**config.mk**
```make
export PLATFORM = sky130hd
export DESIGN_NAME = sbio_transmitter
export DESIGN_NICKNAME = d
export VERILOG_FILES = /design/src/rtl/sbio_pkg.sv /design/src/rtl/sbio_transmitter.sv
export SDC_FILE = /design/constraint.sdc
export NUM_CORES = 1
export LEC_CHECK = 0
export ABC_AREA = 1
export CAP_MARGIN = 20
export CORE_MARGIN = 5
export CORE_UTILIZATION = 53
export CTS_CLUSTER_DIAMETER = 150
export DETAILED_ROUTE_END_ITERATION = 12
export PLACE_DENSITY = 0.83
export SYNTH_ARGS = -nofsm -noshare
export SYNTH_HDL_FRONTEND = slang
export SYNTH_SLANG_ARGS = --single-unit
```
**constraint.sdc**
```tcl
create_clock -name clk -period 1.6 [get_ports clk]
set_input_delay 0.24 -clock clk [delete_from_list [all_inputs] [get_ports clk]]
set_output_delay 0.24 -clock clk [all_outputs]
set_load 0.02 [all_outputs]
```
**src/rtl/sbio_pkg.sv**
```systemverilog
// Shared definitions for the sbio transmitter / monitor pair: state encoding,
// default lane count and a counter-width helper.
package sbio_pkg;

    localparam int SBIO_IO_BITS = 2;

    typedef enum logic [1:0] {
        IDLE  = 2'd0,
        START = 2'd1,
        DATA  = 2'd2
    } sbio_state_t;

    // Width of a counter spanning 0..n-1, never narrower than one bit.
    function automatic int cnt_width(input int n);
        return (n > 1) ? $clog2(n) : 1;
    endfunction

endpackage

```
**src/rtl/sbio_transmitter.sv**
```systemverilog
// Serialises a parallel payload onto IO_BITS pins: one START_VALUE cycle, then
// PAYLOAD_BITS/IO_BITS data cycles, least-significant chunk first.
module sbio_transmitter
    import sbio_pkg::*;
#(
    parameter int                 IO_BITS      = SBIO_IO_BITS,
    parameter int                 PAYLOAD_BITS = 16,
    parameter logic [IO_BITS-1:0] START_VALUE  = IO_BITS'(1)
) (
    input  logic                    clk,
    input  logic                    reset,
    input  logic [PAYLOAD_BITS-1:0] in_data,
    input  logic                    in_valid,
    output logic                    in_ready,
    output logic [IO_BITS-1:0]      pins,
    output logic                    busy,
    output sbio_state_t             fsm_state
);

    localparam int N     = PAYLOAD_BITS / IO_BITS;
    localparam int CNT_W = cnt_width(N);
    localparam logic [CNT_W-1:0] LAST_CNT = CNT_W'(N - 1);

    if (PAYLOAD_BITS == 0 || (PAYLOAD_BITS % IO_BITS) != 0) begin : g_bad_params
        $error("PAYLOAD_BITS must be a nonzero multiple of IO_BITS");
    end

    // Handshake: a payload is taken on any cycle where in_valid && in_ready.
    // in_ready depends only on state and reset, never on in_valid.
    sbio_state_t             state, state_nxt;
    logic [CNT_W-1:0]        cnt, cnt_nxt;
    logic [PAYLOAD_BITS-1:0] shreg, shreg_nxt;
    logic [IO_BITS-1:0]      pins_nxt;
    logic                    busy_nxt;
    logic                    accept;

    assign fsm_state = state;
    assign in_ready  = !reset && ((state == IDLE) || (state == DATA && cnt == LAST_CNT));
    assign accept    = in_valid && in_ready;

    // pins/busy are registered from the next state, so pins always reflect
    // the current state: START shows START_VALUE, DATA with cnt==k shows chunk k.
    always_comb begin
        state_nxt = state;
        cnt_nxt   = cnt;
        shreg_nxt = shreg;
        pins_nxt  = '0;
        unique case (state)
            IDLE: begin
                if (accept) begin
                    state_nxt = START;
                    shreg_nxt = in_data;
                    pins_nxt  = START_VALUE;
                end
            end
            START: begin
                state_nxt = DATA;
                cnt_nxt   = '0;
                pins_nxt  = shreg[IO_BITS-1:0];
                shreg_nxt = shreg >> IO_BITS;
            end
            DATA: begin
                if (cnt == LAST_CNT) begin
                    cnt_nxt = '0;
                    if (accept) begin
                        state_nxt = START;
                        shreg_nxt = in_data;
                        pins_nxt  = START_VALUE;
                    end else begin
                        state_nxt = IDLE;
                    end
                end else begin
                    cnt_nxt   = cnt + CNT_W'(1);
                    pins_nxt  = shreg[IO_BITS-1:0];
                    shreg_nxt = shreg >> IO_BITS;
                end
            end
            default: begin
                state_nxt = IDLE;
                cnt_nxt   = '0;
            end
        endcase
        busy_nxt = (state_nxt != IDLE);
    end

    always_ff @(posedge clk) begin
        if (reset) begin
            state <= IDLE;
            cnt   <= '0;
            shreg <= '0;
            pins  <= '0;
            busy  <= 1'b0;
        end else begin
            state <= state_nxt;
            cnt   <= cnt_nxt;
            shreg <= shreg_nxt;
            pins  <= pins_nxt;
            busy  <= busy_nxt;
        end
    end

endmodule

```
======== Yosys cells after proc, flatten, opt, wreduce, memory -nomap -nowiden ========
Cells that the tools add are included.
word-level totals
  output and inout port bits .............. 6
  logic and storage cells ................. 28
  input port bits ......................... 19
  flip-flop bits (word level) ............. 24
cells by class
  equal/unequal tests ..................... 3
  reductions and logical operators ........ 8
  add/subtract/negate cells ............... 1
  multiplexer cells ....................... 11
operators by type and width
  kind                   count
  $pmux W16 S3           1
  $mux W16               2
  $pmux W2 S3            2
  $mux W2                3
  $pmux W3 S2            1
  $add A3 B1 Y3 const B  1
  $eq A3 B3 Y1 const B   1
  $logic_and A1 B1 Y1    3
  $mux W3                1
  $reduce_bool A3 Y1     1
  $eq A2 B1 Y1 const B   1
  $eq A2 B2 Y1 const B   1
  $logic_not A2 Y1       1
  $reduce_bool A2 Y1     1
  $logic_not A1 Y1       1
  $logic_or A1 B1 Y1     1
  $mux W1                1

======== Logic depth before layout (Yosys ltp) ========
  depth in word-level cells ............... 9
  gate-level depth with buffers ........... 10
  gate-level depth less buffers ........... 10

======== Worst setup path before layout ========
Ideal clock, no wire load.
  path kind ............................... register to register
  from .................................... register state[0], in the netlist fsm_state[0]
  to ...................................... register shreg[14]
  setup time .............................. 0.116 ns
  stages on the path, launching flop included .. 8
  required time ........................... 1.484 ns
  buffers on the path ..................... 0
  clock period less this slack ............ 1.820 ns
  data arrival time ....................... 1.703 ns
  path slack .............................. -0.220 ns
  cell sequence ........................... dfxtp_1 -> inv_1 -> ha_1 -> inv_2 -> a21oi_1 -> nand3_1 -> o21ai_0 -> nor2_1
between the ends
  word-level cells in the longest chain between the ends .. 8
  elaborated cells between the ends (all ways) .. 11
  classes of those cells .................. eq/ne (2); mux (3); reduce/logical (6)
ends and longest elaborated chain
  element                 RTL line                text
  from (decl)             sbio_transmitter.sv:30  sbio_state_t state, state_nxt;
  from (signal assigned)  sbio_transmitter.sv:94  state <= state_nxt;
  $eq A2 B2 Y1            sbio_transmitter.sv:38  assign in_ready = !reset && ((state == IDLE) || (state == DATA && cnt == LAST_CNT));
  $logic_and A1 B1 Y1     sbio_transmitter.sv:38
  $logic_or A1 B1 Y1 *    sbio_transmitter.sv:38
  $logic_and A1 B1 Y1 *   sbio_transmitter.sv:38
  via in_ready            sbio_transmitter.sv:14  output logic in_ready,
  $logic_and A1 B1 Y1 *   sbio_transmitter.sv:39  assign accept = in_valid && in_ready;
  $mux W16 *              --
  $mux W16                --
  $pmux W16 S3 *          sbio_transmitter.sv:48  unique case (state)
  to (signal assigned)    sbio_transmitter.sv:96  shreg <= shreg_nxt;
  to (decl)               sbio_transmitter.sv:32  logic [PAYLOAD_BITS-1:0] shreg, shreg_nxt;
Mark *: on every way through the listed nets, which the timed path passes. The rest lies on a longest branch.
A chain may end at the register's enable or synchronous reset.

======== Final worst setup path ========
  from .................................... register cnt[1]
  to ...................................... output port in_ready
between the ends
  word-level cells in the longest chain between the ends .. 4
ends and longest elaborated chain
  element                 RTL line                text
  from (decl)             sbio_transmitter.sv:31  logic [CNT_W-1:0] cnt, cnt_nxt;
  from (signal assigned)  sbio_transmitter.sv:95  cnt <= cnt_nxt;
  $eq A3 B3 Y1            sbio_transmitter.sv:38
  $logic_and A1 B1 Y1     sbio_transmitter.sv:38
  $logic_or A1 B1 Y1      sbio_transmitter.sv:38
  $logic_and A1 B1 Y1     sbio_transmitter.sv:38
  to (decl)               sbio_transmitter.sv:14
Every way passes these cells.

==> run_results.csv <==
group,metric,value,unit
die,die_h,65.42,um
detailed_routing,vias,1629,
critical_path,worst-path-buf-inv,1,
timing,fin_skew,0.002025,ns
power_and_ir_drop,ir_drop,436.2,uV
global_routing,grtUsageTotal,0.1838,
logic_synthesis,syn_area_per_cell,6.726,um^2
detailed_routing,drcViolationCount,0,
clock_tree,cts_inserted_buffers,3,
logic_synthesis,yosysWarnings,0,
detailed_routing,vias_per_cell,5.171,
detailed_routing,drt_wl_total,3907,um
power_and_ir_drop,p_leak,0.001056,uW
clock_tree,cts_root_buf,"clkbuf_4",
die,num_io_pins,25,
status,status,"completed",
clock_tree,cts.clk_slew.worst_paths,0.14,ns
power_and_ir_drop,fin_total_pwr,1684,uW
global_routing,grt_pass1_vias,1468,
place,post-place-ws,-0.1244,ns
clock_tree,worst_skew_pair.late_latency,0.32,ns
critical_path,cp.required,1.36,ns
logic_synthesis,synth_seq_cells,24,
die,start_util,0.5421,
finish,drive_gt1_frac,0.1986,
critical_path,worstPathArrival,1.33,ns
timing,maxSlewViolCount,0,
critical_path,crit_type,"reg2out",
detailed_routing,wire_per_inst,12.40,um
clock_tree,cts_tree,"built",
critical_path,path_cells,"ha_4 -> ha_4 -> nand2_4 -> a21oi_4 -> buf_6",
timing,period_minus_slack,1.571,ns
die,rows,20,
place,dpl.hpwl,2768,um
clock_tree,cts_setup_buffers,0,
global_routing,grt-ovfl-total,0,
detailed_routing,first_pass_iters,4,
clock_tree,cts_sinks,24,
finish,syn_to_final_growth,28.59,%
critical_path,crit_top_cell,"ha_4",
logic_synthesis,synthCells,242,
critical_path,worstPathMaxFanout,2,
die,dieArea,4280,um^2
timing,tightest_slew,0.2579,ns
timing,fin_crit_sh,0.9819,
timing,slew_headroom,0.8275,
global_routing,antenna_found_initial,0,
finish,n_antenna_cell,0,
worst_hold_path,min_path_type,"reg2reg",
detailed_routing,first_iter_violations,102,
critical_path,crit_path_end_kind,"output pin",
detailed_routing,detail-route-antenna-nets,0,
critical_path,cp-start-kind,"flop",
clock_tree,clk_path_buf_depth,2,
critical_path,cp_top_family,"flip-flops",
die,die_w,65.42,um
global_routing,grt_pass1_wl,6334,um
die,coreArea,3003,um^2
critical_path,slowest_delay,0.38,ns
logic_synthesis,yosysSeqAreaShare,0.2952,
logic_synthesis,synth.distinct_cells,21,
timing,hold_viol_final,0,
flow_run,cap_violations,0,
timing,grt_setup_unrepaired,"true",
logic_synthesis,synth_area,1628,um^2
global_routing,grt_max_degree,19,
timing,fin_ws,0.02896,ns
logic_synthesis,syn_nets,267,
clock_tree,cts_max_level,1,
timing,finalSetupViolCount,0,
place,port_buffers,24,
finish,fin_nets,308,
timing,max_freq,636.5,MHz
clock_tree,cts_hold_buf,0,
critical_path,crit_slowest_cell,"dfxtp_2",
power_and_ir_drop,powerDensity,804.3,nW/um^2
place,gp_congestion,0.8740,
finish,fin_util,0.6971,
## placed cells by master (no fill, tap or decap), drive strengths merged
cell type,n
nand4,14
o21ai,20
dlygate4sd2,2
nand3,20
a21oi,37
nand2,44
clkdlybuf4s50,21
inv,58
dfxtp,24
nor2,6
buf,26
ha,6
clkbuf,4
## synth_stat cells
master         count  area share
nand4_1           14       0.054
nand3_1           19       0.058
buf_4              1      0.0046
inv_1             57        0.13
nor2_1             6       0.014
nand2_4            1      0.0069
buf_6              3       0.021
nand2_2            1      0.0038
dlygate4sd1_1      1      0.0054
buf_2              2      0.0061
nand2_1           42       0.097
clkbuf_1           2      0.0046
o21ai_4            1       0.010
inv_2              1      0.0023
clkbuf_8           4       0.034
ha_1               6       0.046
a21oi_2           10       0.054
a21oi_1           27       0.083
nand3_4            1       0.011
dfxtp_1           24        0.30
o21ai_0           19       0.058
## registers in the layout (all words and copies together) (netlist names)
signal / cells
cnt: 3
shreg: 16
fsm_state: 2
pins: 2
busy: 1
## routing by layer
metal,wire length (um),GRT usage,up-vias
met5,0,0,-
met4,43,0.06477,0
met3,185,0.02051,6
met2,1824,0.2971,50
met1,1854,0.2524,724
li1,-,-,849
## power by group
| part | leakage, uW | internal, uW | switching [uW] |
|---|---|---|---|
| Sequential | 0.000198 | 664 | 42.0 |
| Clock | 0.0000210 | 139 | 193 |
| Combinational | 0.000837 | 286 | 361 |
| Total | 0.00106 | 1090 | 595 |
## layout make-up
cell class / instances / area [um^2]
Clock buffer: 4 / 36.28
Fill cell: 255 / 909.6
Inverter: 58 / 220.2
Multi-Input combinational cell: 147 / 867.1
Sequential cell: 24 / 485.5
Tap cell: 33 / 41.29
Timing Repair Buffer: 49 / 442.9
## repair_timing
item / 4_1_cts / 5_1_grt
endpoints found under the setup margin: 5 / 18
endpoints found under the hold margin: 0 / 0
pin swaps: 0 / 3
gates resized for setup: 10 / 15
## worst reg2reg max path, cell delays in order (launching register included)
cell and delay (ns):
dfxtp_2 0.36, inv_4 0.08, ha_2 0.20, inv_2 0.06, buf_4 0.15, nand2_4 0.08, nand3_4 0.09, buf_12 0.16
nand2_1 0.05, nand3_1 0.07, a21oi_2 0.13
## final timing paths
kind                startpoint        to  slack, ns  cells past startpoint
hold reg to reg       shreg[1]   pins[1]       0.48                      2
setup reg to reg  fsm_state[0]  shreg[9]       0.11                     10
hold / removal        shreg[1]   pins[1]       0.48                      2
setup / recovery        cnt[1]  in_ready       0.03                      5
## per-stage QoR
step | hold slack, ns | instance area, um^2 | cells | setup TNS, ns
2_1_floorplan | 0.3091 | 1639 | 242 | 0
3_3_place_gp | 0.4450 | 1998 | 311 | -0.6448
3_5_place_dp | 0.4595 | 1998 | 311 | -1.202
4_1_cts | 0.4778 | 2033 | 315 | -0.01769
5_1_grt | 0.5186 | 2093 | 315 | -0.09516
6_report | 0.4753 | 2093 | 315 | 0
## cells by family (layout without fill, tap and decap cells)
logic type | Yosys count | in the layout | synth area share
AND/OR/NAND/NOR | 84 | 84 | 0.2444
buffers and inverters | 71 | 111 | 0.2091
AO/OA/AOI/OAI | 57 | 57 | 0.2052
flip-flops | 24 | 24 | 0.2952
adder cells (fa/ha/maj) | 6 | 6 | 0.04612
No activity file was read; power rests on OpenSTA's default activity.
